`src/rtl/clause_bin_mover.sv`:
```
// Moves one bin of clauses between the clause RAM and the core's clause array.
// LOAD streams RAM -> core via wr_carray strobes; UPDATE streams core -> RAM via rd_carray strobes.
module clause_bin_mover #(
    parameter int NUM_CLAUSES_A_BIN  = 8,
    parameter int NUM_VARS_A_BIN     = 8,
    parameter int WIDTH_BIN_ID       = 10,
    parameter int WIDTH_CLAUSES      = 16,
    parameter int ADDR_WIDTH_CLAUSES = 9
) (
    input  logic                          clk,
    input  logic                          rst,
    input  logic                          start_load_i,
    input  logic                          start_update_i,
    input  logic [WIDTH_BIN_ID-1:0]       bin_num_i,
    output logic                          busy_o,
    output logic                          done_o,
    output logic                          ram_we_c_o,
    output logic [ADDR_WIDTH_CLAUSES-1:0] ram_addr_c_o,
    output logic [WIDTH_CLAUSES-1:0]      ram_din_c_o,
    input  logic [WIDTH_CLAUSES-1:0]      ram_dout_c_i,
    output logic [NUM_CLAUSES_A_BIN-1:0]  wr_carray_o,
    output logic [WIDTH_CLAUSES-1:0]      clause_o,
    output logic [NUM_CLAUSES_A_BIN-1:0]  rd_carray_o,
    input  logic [WIDTH_CLAUSES-1:0]      clause_i
);

    localparam int N     = NUM_CLAUSES_A_BIN;
    localparam int CNT_W = $clog2(N + 1);
    localparam int AW    = ADDR_WIDTH_CLAUSES;

    typedef enum logic [1:0] {
        S_IDLE,
        S_LOAD,
        S_UPDATE
    } state_t;

    state_t         state_q, state_d;
    logic [CNT_W-1:0] cnt_q, cnt_d;
    logic [AW-1:0]  base_q, base_d;
    logic [AW-1:0]  addr_q, addr_d;
    logic           busy_q, busy_d;
    logic           done_q, done_d;
    logic           we_q, we_d;
    logic [N-1:0]   wr_q, wr_d;
    logic [N-1:0]   rd_q, rd_d;

    logic [AW-1:0]  start_base;
    logic           cnt_fin;
    logic           cnt_in_bin;
    logic           cnt_before_last;

    // Base address wraps modulo the RAM depth; no range check by design.
    assign start_base      = AW'(32'(bin_num_i) * 32'(N));
    assign cnt_fin         = (cnt_q == CNT_W'(N));
    assign cnt_in_bin      = (cnt_q < CNT_W'(N));
    assign cnt_before_last = (cnt_q < CNT_W'(N - 1));

    always_comb begin
        state_d = state_q;
        cnt_d   = cnt_q;
        base_d  = base_q;
        addr_d  = addr_q;
        busy_d  = busy_q;
        done_d  = 1'b0;
        we_d    = 1'b0;
        wr_d    = '0;
        rd_d    = '0;
        case (state_q)
            S_IDLE: begin
                if (start_load_i) begin
                    state_d = S_LOAD;
                    base_d  = start_base;
                    addr_d  = start_base;
                    cnt_d   = '0;
                    busy_d  = 1'b1;
                end else if (start_update_i) begin
                    state_d = S_UPDATE;
                    base_d  = start_base;
                    cnt_d   = '0;
                    busy_d  = 1'b1;
                    rd_d    = N'(1);
                end
            end
            S_LOAD: begin
                cnt_d = cnt_q + CNT_W'(1);
                // RAM read data lags the address by one cycle, so the strobe trails it.
                if (cnt_in_bin)
                    wr_d = N'(1) << cnt_q;
                if (cnt_before_last)
                    addr_d = base_q + AW'(cnt_q) + AW'(1);
                if (cnt_fin) begin
                    state_d = S_IDLE;
                    cnt_d   = '0;
                    busy_d  = 1'b0;
                    done_d  = 1'b1;
                end
            end
            S_UPDATE: begin
                cnt_d = cnt_q + CNT_W'(1);
                if (cnt_before_last)
                    rd_d = N'(1) << (cnt_q + CNT_W'(1));
                // Core data lags rd_carray by one cycle; the write lands on that cycle.
                if (cnt_in_bin) begin
                    we_d   = 1'b1;
                    addr_d = base_q + AW'(cnt_q);
                end
                if (cnt_fin) begin
                    state_d = S_IDLE;
                    cnt_d   = '0;
                    busy_d  = 1'b0;
                    done_d  = 1'b1;
                end
            end
            default: begin
                state_d = S_IDLE;
                cnt_d   = '0;
                busy_d  = 1'b0;
            end
        endcase
    end

    always_ff @(posedge clk or negedge rst) begin
        if (!rst) begin
            state_q <= S_IDLE;
            cnt_q   <= '0;
            base_q  <= '0;
            addr_q  <= '0;
            busy_q  <= 1'b0;
            done_q  <= 1'b0;
            we_q    <= 1'b0;
            wr_q    <= '0;
            rd_q    <= '0;
        end else begin
            state_q <= state_d;
            cnt_q   <= cnt_d;
            base_q  <= base_d;
            addr_q  <= addr_d;
            busy_q  <= busy_d;
            done_q  <= done_d;
            we_q    <= we_d;
            wr_q    <= wr_d;
            rd_q    <= rd_d;
        end
    end

    assign busy_o       = busy_q;
    assign done_o       = done_q;
    assign ram_we_c_o   = we_q;
    assign ram_addr_c_o = addr_q;
    assign wr_carray_o  = wr_q;
    assign rd_carray_o  = rd_q;
    // Data buses are forwarded in the strobe cycle and forced to zero otherwise.
    assign clause_o     = (|wr_q) ? ram_dout_c_i : '0;
    assign ram_din_c_o  = we_q ? clause_i : '0;

endmodule

```
`config.mk`:
```
export PLATFORM = sky130hd
export DESIGN_NAME = clause_bin_mover
export DESIGN_NICKNAME = d
export VERILOG_FILES = /design/src/rtl/clause_bin_mover.sv
export SDC_FILE = /design/constraint.sdc
export NUM_CORES = 1
export LEC_CHECK = 0
export BUFFER_PORTS_ARGS = -buffer_cell sky130_fd_sc_hd__buf_2
export CORE_ASPECT_RATIO = 1.5
export CORE_MARGIN = 5
export CORE_UTILIZATION = 50
export DETAILED_ROUTE_END_ITERATION = 8
export GPL_ROUTABILITY_DRIVEN = 0
export PLACE_DENSITY = 0.84
export REMOVE_ABC_BUFFERS = 1
export SYNTH_ARGS = -nofsm -noshare
export SYNTH_HDL_FRONTEND = slang
export SYNTH_SLANG_ARGS = --single-unit
```
`constraint.sdc`:
```
create_clock -name clk -period 5.4 [get_ports clk]
set_input_delay 1.08 -clock clk [delete_from_list [all_inputs] [get_ports clk]]
set_output_delay 1.08 -clock clk [all_outputs]
set_load 0.02 [all_outputs]
```
# Word level (Yosys, flattened, before mapping)
# Cells that the tools add are included.
# totals
output_inout_bits	60
word_cells	62
register_bits	43
# op_classes
shift	2
n_eq_ne	8
n_reduce_logical	8
add_sub_neg	3
muxes	30
magnitude_cmp	2
# ops
op	n
$mux W9	5
$mux W16	2
$pmux W9 S3	1
$mux W8	3
$pmux W8 S2	1
$shl A1 B4 Y8 const A	2
$mux W4	3
$add A9 B1 Y9 const B	1
$add A9 B4 Y9	1
$mux W1	9
$pmux W4 S2	1
$reduce_or A8 Y1	1
$mux W2	3
$ne A2 B2 Y1 const B	3
$add A4 B1 Y4 const B	1
$eq A4 B4 Y1 const B	1
$lt A4 B3 Y1 const B	1
$lt A4 B4 Y1 const B	1
$pmux W2 S2	1
$reduce_and A2 Y1	2
$reduce_and A4 Y1	1
$ne A3 B3 Y1 const B	1
$reduce_bool A3 Y1	1
$eq A2 B1 Y1 const B	1
other kinds (6)	6

# Depth between registers and ports, before layout
# Gate-level depths: netlist (run 1).
# logic_depth
word_depth	4
mapped_depth	9
ltp_nobuf	7

# Worst setup path before layout (run 1)
# OpenSTA, ideal clock, no wires.
# synth_path
kind	input to output
startpoint	in clause_i[0]
endpoint	out ram_din_c_o[0]
t_required_ns	4.320
path_buffers	0
arrival_ns	1.296
stages	1
slack_ns	3.024
path_cell_list	and2_1
# synth_via
elab_chain_cells	1
# synth_lines
item	line_no	text
start: declaration	24	input logic [WIDTH_CLAUSES-1:0] clause_i
$mux W16	154	assign ram_din_c_o = we_q ? clause_i : '0;
end: declaration	19	output logic [WIDTH_CLAUSES-1:0] ram_din_c_o,
# Every way passes these cells.

# Worst setup path in the final report (run 1)
# layout_path
startpoint	reg wr_q[1] (netlist: wr_carray_o[1])
endpoint	out clause_o[3]
# layout_via
elab_chain_cells	2
# layout_lines
item	line_no	text
start: declaration	44	logic [N-1:0] wr_q, wr_d;
start signal: assignment	141	wr_q <= wr_d;
$reduce_or A8 Y1	153	assign clause_o = (|wr_q) ? ram_dout_c_i : '0;
$mux W16	153	
end: declaration	22	output logic [WIDTH_CLAUSES-1:0] clause_o,
# Every way passes these cells.

==> run_results.csv, run 1 <==
group,metric,value,unit
timing,clock.fmax,338,MHz
drt,firstDrtPassIters,4,
run,drv_cap,0,
timing,grt_setup_unrepaired,"false",
drt,viasPerCell,5.41,
synthesis,synthSimpleGateAreaFrac,0.251,
synthesis,synth_area_leaders,"dfrtp_1 44%, and2_1 11%, ha_1 7.7%, nand2_1 3.4%, mux2_2 3.0%",
synthesis,yosysTopAreaCellShare,0.437,
global_routing,overflow,0,
global_routing,grt_max_degree,41,
place,hpwl,4.44,mm
cts,insertion_delay,0.29,ns
timing,fin_skew,0.00892,ns
timing,hold_violations,0,
critical_path,setup.worst_path.end_class,"primary output",
critical_path,start_kind,"flip-flop",
synthesis,yosys.area_share.xor_xnor,0.0301,
cts,cts-resized-gates,0,
synthesis,synth_top_family_by_area,"simple AND/OR/NAND/NOR gates",
critical_path,worstSetupPathType,"reg -> out",
floorplan,start_util,0.513,
cts,htreeDepth,2,
timing,fin_setup_tns,0,ns
synthesis,synth_compound_area_frac,0.128,
timing,slew_viol_final,0,
floorplan,die_w,65.3,um
final_layout,mostFrequentLayoutCell,"buf_2",
global_routing,grt_util_all_layers,0.195,
timing,setup_violations,0,
final_layout,layout-drive-gt1-share,0.354,
drt,dr.first_iter.drc_count,63,
cts,clock_sinks,40,
final_layout,regArea,1000,um2
final_layout,final_core_util,0.646,
timing,fin_crit,2.96,ns
cts,root_buffer,"clkbuf_8",
critical_path,arrival,1.88,ns
synthesis,synth.largest_area_cell,"dfrtp_1",
synthesis,synth_fa_ha_area_frac,0.0765,
cts,cts_setup_buffers,0,
synthesis,synth-seq-cells,40,
cts,postCtsHoldBufs,0,
synthesis,syn_area_per_cell,9.74,um2
synthesis,yosysUniqueCellTypes,42,
drt,wl_per_cell,14.8,um
drt,routed_wl,5.67,mm
critical_path,cp_max_fo,16,
power_and_ir_drop,p_per_area,522,nW/um2
global_routing,antenna_found_initial,0,
floorplan,rows,30,
cts,clockBufferDepth,2,
drt,drc,0,
hold_path,hold_class,"reg -> reg",
synthesis,synthesis.area,2290,um2
floorplan,core_area,4470,um2
cts,cts_tree,"built",
drt,ant_nets,0,
synthesis,syn_inst,235,
timing,worst_pin_slew,0.857,ns
synthesis,synth_mux_area_frac,0.0339,
final_layout,fillers,370,
global_routing,grt_pass1_vias,1961,
floorplan,die_area,6060,um2
synthesis,yosysWarnings,0,
global_routing,grt_pass1_wl,9.23,mm
final_layout,multiInputGateArea,1190,um2
final_layout,antenna_cells,0,
cts,clkTransAtPathRegs,0.07,ns
power_and_ir_drop,leakage,1.58,nW
drt,vias,2078,
synthesis,ys_seq_area_frac,0.437,
power_and_ir_drop,ir_drop,0.447,mV
cts,cts_inserted_buffers,5,
floorplan,io_pins,106,
timing,finalCritPeriodShare,0.548,
outcome,status,"completed",
final_layout,final_nets,395,
critical_path,critPathRequiredTime,4.32,ns
timing,slew_headroom,0.429,
floorplan,die_y,92.9,um
final_layout,final_cell_mix,"101 x buf_2, 40 x and2_1, 40 x dfrtp_1",
place,port_buffers,101,
final_layout,syn_to_final_growth,26.1,%
per-layer routing:
layer  share of wire  vias up  track usage
li1                -     1004            -
met1            0.35      969        0.203
met2            0.54       97        0.366
met3            0.11        8       0.0558
met4           0.010        0       0.0571
met5               0        -            0
path summary, 6_finish.rpt:
check | start | end | slack (ns) | cells past startpoint
worst max-delay path | wr_carray_o[1] | clause_o[3] | 2.44 | 4
worst min-delay path | ram_addr_c_o[2] | ram_addr_c_o[2] | 0.47 | 2
worst max register to register | cnt_q[3] | ram_addr_c_o[8] | 3.08 | 7
worst min register to register | ram_addr_c_o[2] | ram_addr_c_o[2] | 0.47 | 2
max in group asynchronous | rst | rd_carray_o[7] | 3.95 | 1
min in group asynchronous | rst | base_q[7] | 0.90 | 1
cell usage after synthesis, drive strengths merged:
cell type  count
nor4           2
clkbuf         3
a311o          1
a22oi          4
and3           4
nor2b          2
o21ai         13
and2b          2
a21o           3
inv           11
a21oi          7
mux2           6
and4           2
o31ai          7
mux2i          1
buf            5
or3            1
xnor2          6
nand3          8
nand2         21
a221oi         2
a211oi         4
o211ai         1
ha            14
dfrtp         40
xor2           1
nand3b         1
a311oi         1
and2          40
nor3           5
or4b           1
nor2          14
o31a           1
nand2b         1
kinds of logic (layout without fill, tap and decap cells):
group                      count (synthesis)  after routing
muxes                                      7              7
xor gates and xnor gates                   7              7
adders and majority gates                 14             14
DFF                                       40             40
buffers and inverters                     19            120
AOI/OAI and AO/OA                         44             44
and+or+nand+nor                          104            104
metrics by stage:
step | total power, mW | instances | setup slack [ns] | hold slack, ns | area [um2]
finish | 1.51 | 384 | 2.44 | 0.472 | 2890
global route | 1.63 | 384 | 2.24 | 0.494 | 2890
CTS | 1.52 | 384 | 2.41 | 0.480 | 2890
detailed placement | 1.31 | 376 | 2.74 | 0.465 | 2800
global placement | 1.29 | 376 | 2.81 | 0.458 | 2800
floorplan | 1.05 | 227 | 3.02 | 0.510 | 2230
sequential cells by signal (all words and copies together) (netlist names):
signal and count:
base_q 6, done_o 1, ram_addr_c_o 9, rd_carray_o 8, cnt_q 4, state_q 2, wr_carray_o 8, ram_we_c_o 1
busy_o 1
worst max-delay path: stages, from the launching register on:
cell and delay (ns):
dfrtp_1 0.38, nor4_1 0.47, nand2_1 0.32, and2_1 0.26, buf_2 0.16
power by group:
part           switching, mW  internal (mW)
sequential            0.0845          0.387
clock                 0.0948          0.104
combinational          0.522          0.315
final cells by class:
class,instances,share of cell area
multi-input cells,176,0.412
clock buffers,8,0.0312
well taps,48,0.0208
inverters,11,0.0143
flip-flops and latches,40,0.347
repair buffers,101,0.175
(Power assumes the default switching activity.)
==> run 2: changes to the inputs <==
--- a/config.mk
+++ b/config.mk
@@ -8,10 +8,10 @@
 export BUFFER_PORTS_ARGS = -buffer_cell sky130_fd_sc_hd__buf_2
 export CORE_ASPECT_RATIO = 1.5
 export CORE_MARGIN = 5
-export CORE_UTILIZATION = 50
+export CORE_UTILIZATION = 42
 export DETAILED_ROUTE_END_ITERATION = 8
 export GPL_ROUTABILITY_DRIVEN = 0
-export PLACE_DENSITY = 0.84
+export PLACE_DENSITY = 0.75
 export REMOVE_ABC_BUFFERS = 1
 export SYNTH_ARGS = -nofsm -noshare
 export SYNTH_HDL_FRONTEND = slang
==> constraint.sdc (replaced) <==
create_clock -name clk -period 2.4 [get_ports clk]
set_input_delay 0.48 -clock clk [delete_from_list [all_inputs] [get_ports clk]]
set_output_delay 0.48 -clock clk [all_outputs]
set_load 0.02 [all_outputs]
==> run 2 against run 1 <==
Compared with the run above: die area is 16% higher; non-clock buffer count is 4 higher; critical path type is now reg -> reg; global-route usage is 2.3 points lower.
==> run_results.csv, run 2 (same netlist as run 1, synthesis figures left out) <==
group,metric,value,unit
timing,worst_pin_slew,0.900,ns
drt,viasPerCell,4.97,
timing,hold_violations,0,
critical_path,worstSetupPathType,"reg -> reg",
final_layout,antenna_cells,0,
timing,slew_viol_final,0,
final_layout,layout-drive-gt1-share,0.368,
floorplan,start_util,0.427,
power_and_ir_drop,leakage,1.60,nW
timing,clock.fmax,466,MHz
timing,setup_violations,0,
cts,cts-resized-gates,0,
timing,fin_setup_tns,0,ns
cts,postCtsHoldBufs,0,
drt,vias,2036,
cts,clock_sinks,40,
global_routing,overflow,0,
final_layout,fillers,476,
drt,firstDrtPassIters,4,
run,drv_cap,0,
cts,cts_tree,"built",
final_layout,multiInputGateArea,1190,um2
timing,slew_headroom,0.400,
drt,drc,0,
drt,dr.first_iter.drc_count,45,
timing,fin_crit,2.15,ns
floorplan,io_pins,106,
place,port_buffers,101,
cts,clockBufferDepth,2,
global_routing,grt_pass1_wl,9.63,mm
final_layout,syn_to_final_growth,28.5,%
global_routing,grt_pass1_vias,2017,
cts,root_buffer,"clkbuf_8",
power_and_ir_drop,ir_drop,0.623,mV
timing,fin_skew,0.00488,ns
final_layout,regArea,1000,um2
critical_path,cp_max_fo,4,
final_layout,final_nets,399,
floorplan,die_w,70.3,um
global_routing,antenna_found_initial,0,
final_layout,final_cell_mix,"101 x buf_2, 40 x and2_1, 40 x dfrtp_1",
critical_path,reg2reg_depth,7,
cts,insertion_delay,0.29,ns
critical_path,start_kind,"flip-flop",
final_layout,mostFrequentLayoutCell,"buf_2",
power_and_ir_drop,p_per_area,1150,nW/um2
drt,routed_wl,5.84,mm
global_routing,grt_max_degree,41,
timing,grt_setup_unrepaired,"false",
cts,htreeDepth,2,
drt,ant_nets,0,
critical_path,critPathRequiredTime,2.56,ns
drt,wl_per_cell,14.2,um
cts,cts_inserted_buffers,5,
global_routing,grt_util_all_layers,0.171,
final_layout,largest_reg_flops,9,
place,hpwl,4.73,mm
hold_path,hold_class,"in -> async",
floorplan,die_y,100,um
cts,cts_setup_buffers,0,
cts,clkTransAtPathRegs,0.08,ns
floorplan,rows,33,
power_and_ir_drop,finalPower,3.40,mW
timing,finalCritPeriodShare,0.894,
critical_path,setup.worst_path.end_class,"flip-flop",
floorplan,core_area,5370,um2
critical_path,arrival,2.31,ns
floorplan,die_area,7060,um2
final_layout,final_core_util,0.548,
outcome,status,"completed",
-- run 2: cell types whose count changed in the layout (fill, tap and decap cells not counted), sizes merged --
cell	before	now
clkbuf	8	5
clkinv	0	3
buf	101	105
-- run 2: final timing paths --
check                                 from              end  slack (ns)
max                               cnt_q[3]  ram_addr_c_o[8]        0.25
max in group asynchronous              rst  ram_addr_c_o[5]        1.53
min in group clk              bin_num_i[0]        base_q[3]        0.43
max reg2reg                       cnt_q[3]  ram_addr_c_o[8]        0.25
min reg2reg                ram_addr_c_o[2]  ram_addr_c_o[2]        0.48
min                                    rst           busy_o        0.31
-- run 2: area by class of cell --
type,instances,area share
multi-input cells,176,0.404
flip-flops and latches,40,0.340
repair buffers,105,0.182
well taps,70,0.0298
clock buffers,5,0.0234
inverters,11,0.0140
clock inverters,3,0.00638
-- run 2: per-layer routing --
| layer | vias to the layer above | global-route usage | wire [um] |
|---|---|---|---|
| met3 | 7 | 0.0591 | 607 |
| met5 | - | 0 | 0 |
| met1 | 909 | 0.172 | 2120 |
| met2 | 105 | 0.324 | 3020 |
| met4 | 0 | 0.0590 | 89 |
| li1 | 1015 | - | - |
-- run 2: where the power goes --
part,switching (mW),internal (mW)
logic,1.16,0.735
registers,0.191,0.870
clock network,0.232,0.202
total,1.59,1.81
-- run 2: critical path: stages (launching register included) --
cell and delay (ns):
dfrtp_1 0.40, ha_1 0.21, ha_1 0.33, and4_1 0.26
a21o_1 0.20, a311o_1 0.32, a211oi_2 0.22, o31ai_1 0.09
-- run 2: stage by stage --
| stage | setup slack, ns | instances | cell area, um2 | hold slack, ns |
|---|---|---|---|---|
| detailed placement | 0.263 | 402 | 2860 | 0.465 |
| floorplan | 0.278 | 227 | 2230 | 0.184 |
| CTS | 0.211 | 410 | 2940 | 0.323 |
| finish | 0.254 | 410 | 2940 | 0.311 |
| global route | 0.0411 | 410 | 2940 | 0.381 |
| global placement | 0.285 | 402 | 2860 | 0.459 |
